$ cat config.mk
export PLATFORM = sky130hd
export DESIGN_NAME = hartslag_meter
export DESIGN_NICKNAME = d
export VERILOG_FILES = /design/src/rtl/hartslag_meter.sv
export SDC_FILE = /design/constraint.sdc
export NUM_CORES = 1
export LEC_CHECK = 0
export CORE_MARGIN = 1
export CORE_UTILIZATION = 42
export DETAILED_ROUTE_END_ITERATION = 16
export PLACE_DENSITY_LB_ADDON = 0.1
export SETUP_SLACK_MARGIN = 0.02
export SYNTH_ARGS = -nofsm -noshare
export SYNTH_HDL_FRONTEND = slang
export SYNTH_SLANG_ARGS = --single-unit
export TNS_END_PERCENT = 20
$ cat constraint.sdc
create_clock -name clk -period 6.4 [get_ports clk]
set_input_delay 1.28 -clock clk [delete_from_list [all_inputs] [get_ports clk]]
set_output_delay 1.28 -clock clk [all_outputs]
set_load 0.01 [all_outputs]
$ cat src/rtl/hartslag_meter.sv
// Heart-beat front-end: sync + debounce, beat detect, ms-tick interval measurement with artefact and timeout handling.
// Latency: beat DEBOUNCE_CYCLES+3 cycles after a clean pin edge, interval/flags one cycle after beat; no backpressure.
// HARTSLAG_AVG_EN: interval and hr_high follow the mean of the last 4 accepted intervals.
module hartslag_meter #(
  parameter int TICK_DIV        = 50000,
  parameter int DEBOUNCE_CYCLES = 64,
  parameter int MIN_INTERVAL    = 300,
  parameter int MAX_INTERVAL    = 2000,
  parameter int HIGH_INTERVAL   = 500
) (
  input  logic        clk,
  input  logic        reset,
  input  logic        hartslagIngang,
  output logic        beat,
  output logic [11:0] interval,
  output logic        interval_valid,
  output logic        hr_high,
  output logic        hr_lost
);

  localparam int TW = (TICK_DIV > 1) ? $clog2(TICK_DIV) : 1;
  localparam int DW = $clog2(DEBOUNCE_CYCLES) + 1;
  localparam logic [TW-1:0] TICK_LAST = TW'(TICK_DIV - 1);
  localparam logic [DW-1:0] DEB_LAST  = DW'(DEBOUNCE_CYCLES - 1);
  localparam logic [11:0]   MIN_I     = 12'(MIN_INTERVAL);
  localparam logic [11:0]   MAX_I     = 12'(MAX_INTERVAL);
  localparam logic [11:0]   HIGH_I    = 12'(HIGH_INTERVAL);

  typedef enum logic [1:0] {IDLE, MEASURE, LOST} state_t;

  logic          sync1, sync2, lvl, lvl_q;
  logic [DW-1:0] dcnt;
  logic [TW-1:0] tcnt;
  logic          tick;
  logic [11:0]   icnt;
  state_t        state;

  assign tick = (tcnt == TICK_LAST);

  always_ff @(posedge clk or negedge reset) begin
    if (!reset) begin
      sync1 <= 1'b0;
      sync2 <= 1'b0;
      lvl   <= 1'b0;
      lvl_q <= 1'b0;
      dcnt  <= '0;
      beat  <= 1'b0;
      tcnt  <= '0;
    end else begin
      sync1 <= hartslagIngang;
      sync2 <= sync1;
      lvl_q <= lvl;
      beat  <= lvl & ~lvl_q;
      tcnt  <= tick ? '0 : tcnt + 1'b1;
      // Any cycle where the synced input agrees with the level restarts the stability count
      if (sync2 != lvl) begin
        if (dcnt == DEB_LAST) begin
          lvl  <= sync2;
          dcnt <= '0;
        end else begin
          dcnt <= dcnt + 1'b1;
        end
      end else begin
        dcnt <= '0;
      end
    end
  end

`ifdef HARTSLAG_AVG_EN
  logic [11:0] hist [4];
  logic [2:0]  hcnt;
  logic [13:0] avg_sum;
  logic [11:0] avg;

  // Sum of the incoming interval and the three youngest stored ones
  assign avg_sum = {2'b00, icnt} + {2'b00, hist[0]} + {2'b00, hist[1]} + {2'b00, hist[2]};
  assign avg     = avg_sum[13:2];
`endif

  always_ff @(posedge clk or negedge reset) begin
    if (!reset) begin
      state          <= IDLE;
      icnt           <= '0;
      interval       <= '0;
      interval_valid <= 1'b0;
      hr_high        <= 1'b0;
      hr_lost        <= 1'b1;
`ifdef HARTSLAG_AVG_EN
      hcnt           <= '0;
      for (int i = 0; i < 4; i++) hist[i] <= '0;
`endif
    end else begin
      interval_valid <= 1'b0;
      case (state)
        IDLE, LOST: begin
          if (beat) begin
            state <= MEASURE;
            icnt  <= '0;
          end
        end
        MEASURE: begin
          // Timeout takes priority; a coincident beat simply restarts the measurement
          if (icnt >= MAX_I) begin
            hr_lost <= 1'b1;
            hr_high <= 1'b0;
            icnt    <= '0;
            state   <= beat ? MEASURE : LOST;
`ifdef HARTSLAG_AVG_EN
            hcnt    <= '0;
            for (int i = 0; i < 4; i++) hist[i] <= '0;
`endif
          end else if (beat && icnt >= MIN_I) begin
            icnt    <= '0;
            hr_lost <= 1'b0;
`ifdef HARTSLAG_AVG_EN
            hist[0] <= icnt;
            hist[1] <= hist[0];
            hist[2] <= hist[1];
            hist[3] <= hist[2];
            if (hcnt != 3'd4) hcnt <= hcnt + 1'b1;
            if (hcnt >= 3'd3) begin
              interval       <= avg;
              interval_valid <= 1'b1;
              hr_high        <= (avg <= HIGH_I);
            end
`else
            interval       <= icnt;
            interval_valid <= 1'b1;
            hr_high        <= (icnt <= HIGH_I);
`endif
          end else if (tick) begin
            icnt <= icnt + 1'b1;
          end
        end
        default: state <= IDLE;
      endcase
    end
  end

endmodule

==> results of run 1 <==
==> through the flow <==
step / worst slack (ps) / std cells / hold WS (ps) / utilization
floorplan: 4345 / 235 / 331.2 / -
global placement: 3575 / 322 / 334.4 / 0.4797
detailed placement: 3574 / 322 / 337.8 / 0.4797
CTS: 3531 / 338 / 352.1 / 0.5098
global route: 3267 / 338 / 367.9 / 0.5098
finish: 3544 / 338 / 350.3 / 0.5098
==> final timing paths <==
path,end,slack (ps)
setup / recovery,icnt[10],3540
hold / removal,sync2,350
setup reg to reg,icnt[10],3540
hold reg to reg,sync2,350
max in group asynchronous,icnt[10],4840
min in group asynchronous,interval_valid,1080
==> state kept, by name, summed over array words and instances (netlist names), 2 cells and up <==
name      cells
state         2
dcnt          7
icnt         12
interval     12
tcnt         16
==> kinds of logic after synthesis <==
logic type,after synthesis
buffers and inverters,14
DFF,57
AOI/OAI and AO/OA,25
muxes,13
and+or+nand+nor,103
adders and majority gates,4
xor gates and xnor gates,19
==> worst reg2reg max path, stage by stage (launching register included) <==
cell,delay [ps]
dfrtp_1,380
ha_1,210
and3_1,220
and4_1,520
nor4b_2,960
nor4bb_1,380
a211o_1,130
==> area by class of cell <==
| class | count | area [um2] | area share |
|---|---|---|---|
| Timing Repair Buffer | 19 | 182.7 | 0.05947 |
| Clock inverter | 5 | 30.03 | 0.009776 |
| Tap cell | 75 | 93.84 | 0.03055 |
| Inverter | 7 | 26.28 | 0.008554 |
| Sequential cell | 57 | 1428 | 0.4648 |
| Clock buffer | 11 | 151.4 | 0.04929 |
| Multi-Input combinational cell | 164 | 1160 | 0.3776 |
==> per-layer routing <==
| metal | wire (um) | share of wire |
|---|---|---|
| met5 | 0 | 0 |
| met4 | 48 | 0.010 |
| met3 | 149 | 0.031 |
| met2 | 2094 | 0.44 |
| met1 | 2445 | 0.52 |
==> layout by cell type (no fill, tap or decap), types with 4 or more instances in the layout <==
cell type | Yosys | final
mux2_4 | 7 | 7
clkdlybuf4s50_1 | 0 | 17
dfrtp_1 | 56 | 56
a221o_1 | 6 | 6
mux2_2 | 6 | 6
nand3_1 | 21 | 21
nand2_1 | 16 | 16
a21oi_1 | 4 | 4
and3_1 | 11 | 11
xor2_1 | 11 | 11
inv_1 | 7 | 7
ha_1 | 4 | 4
clkbuf_8 | 0 | 11
nor2b_1 | 4 | 4
xnor2_1 | 8 | 8
o21ai_0 | 6 | 6
nor2_1 | 26 | 26
==> power groups by stage <==
stage	Sequential (mW)	Combinational, mW	Clock (mW)
after floorplan	0.371	0.00330	0
after global placement	0.371	0.0124	0
after detailed placement	0.371	0.0125	0
after CTS	0.364	0.0125	0.314
after global routing	0.364	0.0141	0.330
final	0.364	0.0117	0.303
==> results.ini, run 1 <==
[critical_path]
critPathKind=reg -> reg
worst-path-stages=6
crit_start=tcnt[0]
cp-end-kind=flop
path_buf_inv=0
cp-start-kind=flop
timing.rr.start=tcnt[0]
cp_max_fo=16
worstPathRequired_ps=6670
path_cells=ha_1, and3_1, and4_1, nor4b_2, nor4bb_1, a211o_1
crit_family=simple AND/OR/NAND/NOR gates
crit_arrival_ps=3130
slowest_stage=nor4b_2
reg2reg_depth=6
cp_slowest_stage_delay_ps=950

[grt]
grt_pass1_wl_mm=7.852
grt-ovfl-total=0
grtUsageTotal=0.1604
antenna_found_initial=0
met2_usage=0.2333
use_met1=0.2166
first_global_vias=1610
grt_max_degree=58
grt_util_met3=0.05778
top_usage_layer=met2

[sta]
worstMarginPinSlew_ps=1075
clock.fmax_mhz=350.2
clock_skew_ps=5.868
relSlewSlack=0.2816
min_period_ps=2856
final_max_slew_viol_count=0
hold_viol=0
period_share=0.4462
rsz0062_at_grt=false
setup-violations-final=0
fin_tns_setup_ps=0

[route]
wl_per_cell_um=14.01
vias=1748
ant_nets=0
drt-total-wl_mm=4.737
drt_iter0_drc=50
firstDrtPassIters=4
post_drt_via_cell_ratio=5.172
drc_errors=0

[yosys]
seq_area_frac_synth=0.5354
synth_cell_types=43
synth_nets=242
synthTopCellsByCount=dfrtp_1, nor2_1, nand3_1, nand2_1
ys_seq_elements=57
synth-xor-area-share=0.06241
synthSimpleGateAreaFrac=0.2154
synth-compound-area-share=0.07367
syn-mean-instance-area_um2=11.35
syn_inst=235
synth_top_family_by_area=simple AND/OR/NAND/NOR gates
muxShareOfSynthArea=0.06476
synth_fa_ha_area_frac=0.01877
yosysWarningCount=0
async_reset_ff_frac=1.000
yosys.area.top_type=dfrtp_1
synth_edf_count=0
synth_area_leaders=dfrtp_1, mux2_4, nand3_1
yosysTopAreaCellShare=0.5256
yosysMostFrequentCell=dfrtp_1
synth_flop_cell=dfrtp_1
netlist_area_um2=2666

[clock_tree]
cts.sink_count=57
post_cts_buffers=0
clock_path_buffers=2
hold_buffers=0
cts_tree=yes
clkTransAtPathRegs_ps=60
post_cts_resized=0
clock_latency_ps=330
htree_levels=3
numCtsBuffers=9
cts_root_buffer=clkbuf_8

[placed_design]
place_area_um2=2890
gp_congestion=0.7489
hpwl_mm=3.068
numPortBuffers=18

[worst_hold_path]
min_path_cells=0
worstHoldStart=sync1
hp-class=reg -> reg

[job]
drv_cap=0

[finish]
finish.instance_area_um2=3072
nNetsFinal=265
antenna_cells=0
synthToLayoutAreaGrowth_pct=15.20
drive_above_1_share=0.1521
nFillCells=551

[die]
die_w_um=81.68
boundaryPins=19
core-area_um2=6026
dieArea_um2=6671
start_util=0.4425
die_y_um=81.68
fp-row-count=28

[power]
p_switching_mw=0.1543
cellPowerDensity_nw_per_um2=221.0
vdd_drop_max_mv=0.1549
p_total_mw=0.6789
seq_power_share=0.536
swShare=0.2273
power_frac_clock=0.447
power_frac_comb=0.017
leakage_nw=1.428
power.internal_mw=0.5246

[status]
status=finished clean

(Power assumes the default switching activity.)
==> inputs of run 2 (changes only) <==
==> constraint.sdc (replaced) <==
create_clock -name clk -period 3 [get_ports clk]
set_input_delay 0.6 -clock clk [delete_from_list [all_inputs] [get_ports clk]]
set_output_delay 0.6 -clock clk [all_outputs]
set_load 0.01 [all_outputs]
==> run 2 against run 1 <==
Net effect: cell count is 0.89% higher; via count is 3.5% higher; critical path type unchanged; clock skew is 5.6 ps higher; critical endpoint is now icnt[8]; combinational power is 120% higher; maximum frequency is 33% higher; global-route usage is 0.88 points higher.
==> results.ini, run 2 (synthesis gave the netlist of run 1 again) <==
[worst_hold_path]
hold_path_end=sync2  ; unchanged
worstHoldStart=sync1  ; unchanged
min_path_cells=0  ; unchanged
hp-class=reg -> reg  ; unchanged

[clock_tree]
cts_root_buffer=clkbuf_8  ; unchanged
clkTransAtPathRegs_ps=60  ; about the same
post_cts_buffers=0  ; unchanged
cts.sink_count=57  ; unchanged
hold_buffers=0  ; unchanged
htree_levels=3  ; unchanged
clock_latency_ps=330  ; about the same
clock_path_buffers=2  ; unchanged
cts_tree=yes  ; unchanged
post_cts_resized=0  ; unchanged
numCtsBuffers=9  ; unchanged

[critical_path]
worstPathRequired_ps=3210  ; was 6670 ps
timing.rr.start=icnt[6]  ; was tcnt[0]
path_buf_inv=0  ; unchanged
cp_slowest_stage_delay_ps=580  ; was 950 ps
regToRegSetupSlack_ps=860  ; was 3540 ps
slowest_stage=or4b_4  ; was nor4b_2
crit_family=simple AND/OR/NAND/NOR gates  ; unchanged
cp_max_fo=10  ; was 16
path_cells=or4b_4, nor4_4, or3_4, o21bai_2, a221o_1  ; was ha_1, and3_1, and4_1, nor4b_2, nor4bb_1, a211o_1
reg2reg_depth=5  ; was 6
critPathKind=reg -> reg  ; unchanged
cp-start-kind=flop  ; unchanged
crit_arrival_ps=2350  ; was 3130 ps
r2r-end=icnt[8]  ; was icnt[10]
cp-end-kind=flop  ; unchanged

[sta]
fin_tns_setup_ps=0  ; unchanged
clock.fmax_mhz=467.4  ; was 350.2 MHz
rsz0062_at_grt=false  ; unchanged
min_period_ps=2140  ; was 2856 ps
hold_ws_ps=350.9  ; was 350.3 ps
period_share=0.7132  ; was 0.4462
setup-violations-final=0  ; unchanged
hold_viol=0  ; unchanged
worstMarginPinSlew_ps=936.8  ; was 1075 ps
final_max_slew_viol_count=0  ; unchanged
relSlewSlack=0.3755  ; was 0.2816
clock_skew_ps=11.52  ; was 5.868 ps

[grt]
use_met1=0.2277  ; was 0.2166
grt_max_degree=44  ; was 58
first_global_vias=1742  ; was 1610
met2_usage=0.2517  ; was 0.2333
grtUsageTotal=0.1691  ; was 0.1604
grt-ovfl-total=0  ; unchanged
antenna_found_initial=0  ; unchanged
grt_pass1_wl_mm=8.273  ; was 7.852 mm
grt_util_met3=0.03667  ; was 0.05778
top_usage_layer=met2  ; unchanged

[die]
boundaryPins=19  ; unchanged
core-area_um2=6026  ; unchanged
dieArea_um2=6671  ; unchanged
die_w_um=81.68  ; unchanged
die_y_um=81.68  ; unchanged
start_util=0.4425  ; unchanged
fp-row-count=28  ; unchanged

[job]
drv_cap=0  ; unchanged

[route]
ant_nets=0  ; unchanged
vias=1809  ; was 1748
drt-total-wl_mm=4.842  ; was 4.737 mm
firstDrtPassIters=4  ; unchanged
post_drt_via_cell_ratio=5.305  ; was 5.172
drc_errors=0  ; unchanged
wl_per_cell_um=14.20  ; was 14.01 um
drt_iter0_drc=71  ; was 50

[finish]
drive_above_1_share=0.1579  ; was 0.1521
largest_reg_flops=16  ; unchanged
layout_common_cells=dfrtp_1, nor2_1, nand3_1  ; unchanged
antenna_cells=0  ; unchanged
top_regs=tcnt (16), icnt (12), interval (12)  ; unchanged
synthToLayoutAreaGrowth_pct=16.61  ; was 15.20%
nNetsFinal=268  ; was 265
largest-register=tcnt  ; unchanged
layout_commonest_cell=dfrtp_1  ; unchanged

[placed_design]
numPortBuffers=18  ; unchanged
gp_congestion=0.7663  ; was 0.7489
hpwl_mm=3.262  ; was 3.068 mm

[power]
cellPowerDensity_nw_per_um2=488.8  ; was 221.0 nW/um2
leakage_nw=1.448  ; was 1.428 nW
vdd_drop_max_mv=0.2235  ; was 0.1549 mV

[status]
status=finished clean  ; unchanged

run 2: cell count changes in the layout (fill, tap and decap cells not counted), sizes merged:
cell,change
bufinv,+1
clkinv,-1
buf,+3
run 2: metal layers:
layer / wire, um / vias to the layer above
met3: 174 / 8
met4: 96 / 0
met2: 2204 / 48
li1: - / 882
met5: 0 / -
met1: 2367 / 871
run 2: through the flow:
stage          worst slack (ps)  total power, mW    util  cells  cell area, um2
6_report                  860.5            1.520  0.5160    341            3109
5_1_grt                   739.0            1.583  0.5160    341            3109
4_1_cts                   851.7            1.540  0.5160    341            3109
3_5_place_dp              860.8           0.8189  0.4834    325            2913
3_3_place_gp              892.1           0.8185  0.4834    325            2913
2_1_floorplan             944.8           0.7975       -    235            2666
run 2: worst max-delay path by stage:
stage | endpoint | cells after the start | slack [ps] | start
6_report | icnt[8] | 5 | 860 | icnt[6]
2_1_floorplan | interval[10] | 7 | 940 | icnt[6]
4_1_cts | interval[4] | 5 | 850 | icnt[6]
3_3_place_gp | icnt[5] | 5 | 890 | icnt[6]
5_1_grt | icnt[7] | 5 | 740 | icnt[6]
3_5_place_dp | icnt[5] | 5 | 860 | icnt[6]
run 2: cell type report:
cell class | count | area [um2]
timing repair buffer | 22 | 205.2
clock buffer | 11 | 141.4
inverter | 7 | 26.28
tap | 75 | 93.84
sequential | 57 | 1428
clock inverter | 5 | 55.05
multi-input combinational | 164 | 1160
fill | 538 | 2917
run 2: report_power, final:
group | leakage, nW | total, mW | internal, mW | switching [mW]
Clock | 0.0953 | 0.717 | 0.403 | 0.314
Combinational | 0.581 | 0.0261 | 0.00715 | 0.0189
Sequential | 0.771 | 0.777 | 0.773 | 0.00345
Total | 1.45 | 1.52 | 1.18 | 0.336
run 2: worst register-to-register path, stage by stage (launching register included):
cell and delay, ps:
dfrtp_1 460, or4b_4 580, nor4_4 260, or3_4 210
o21bai_2 130, a221o_1 380
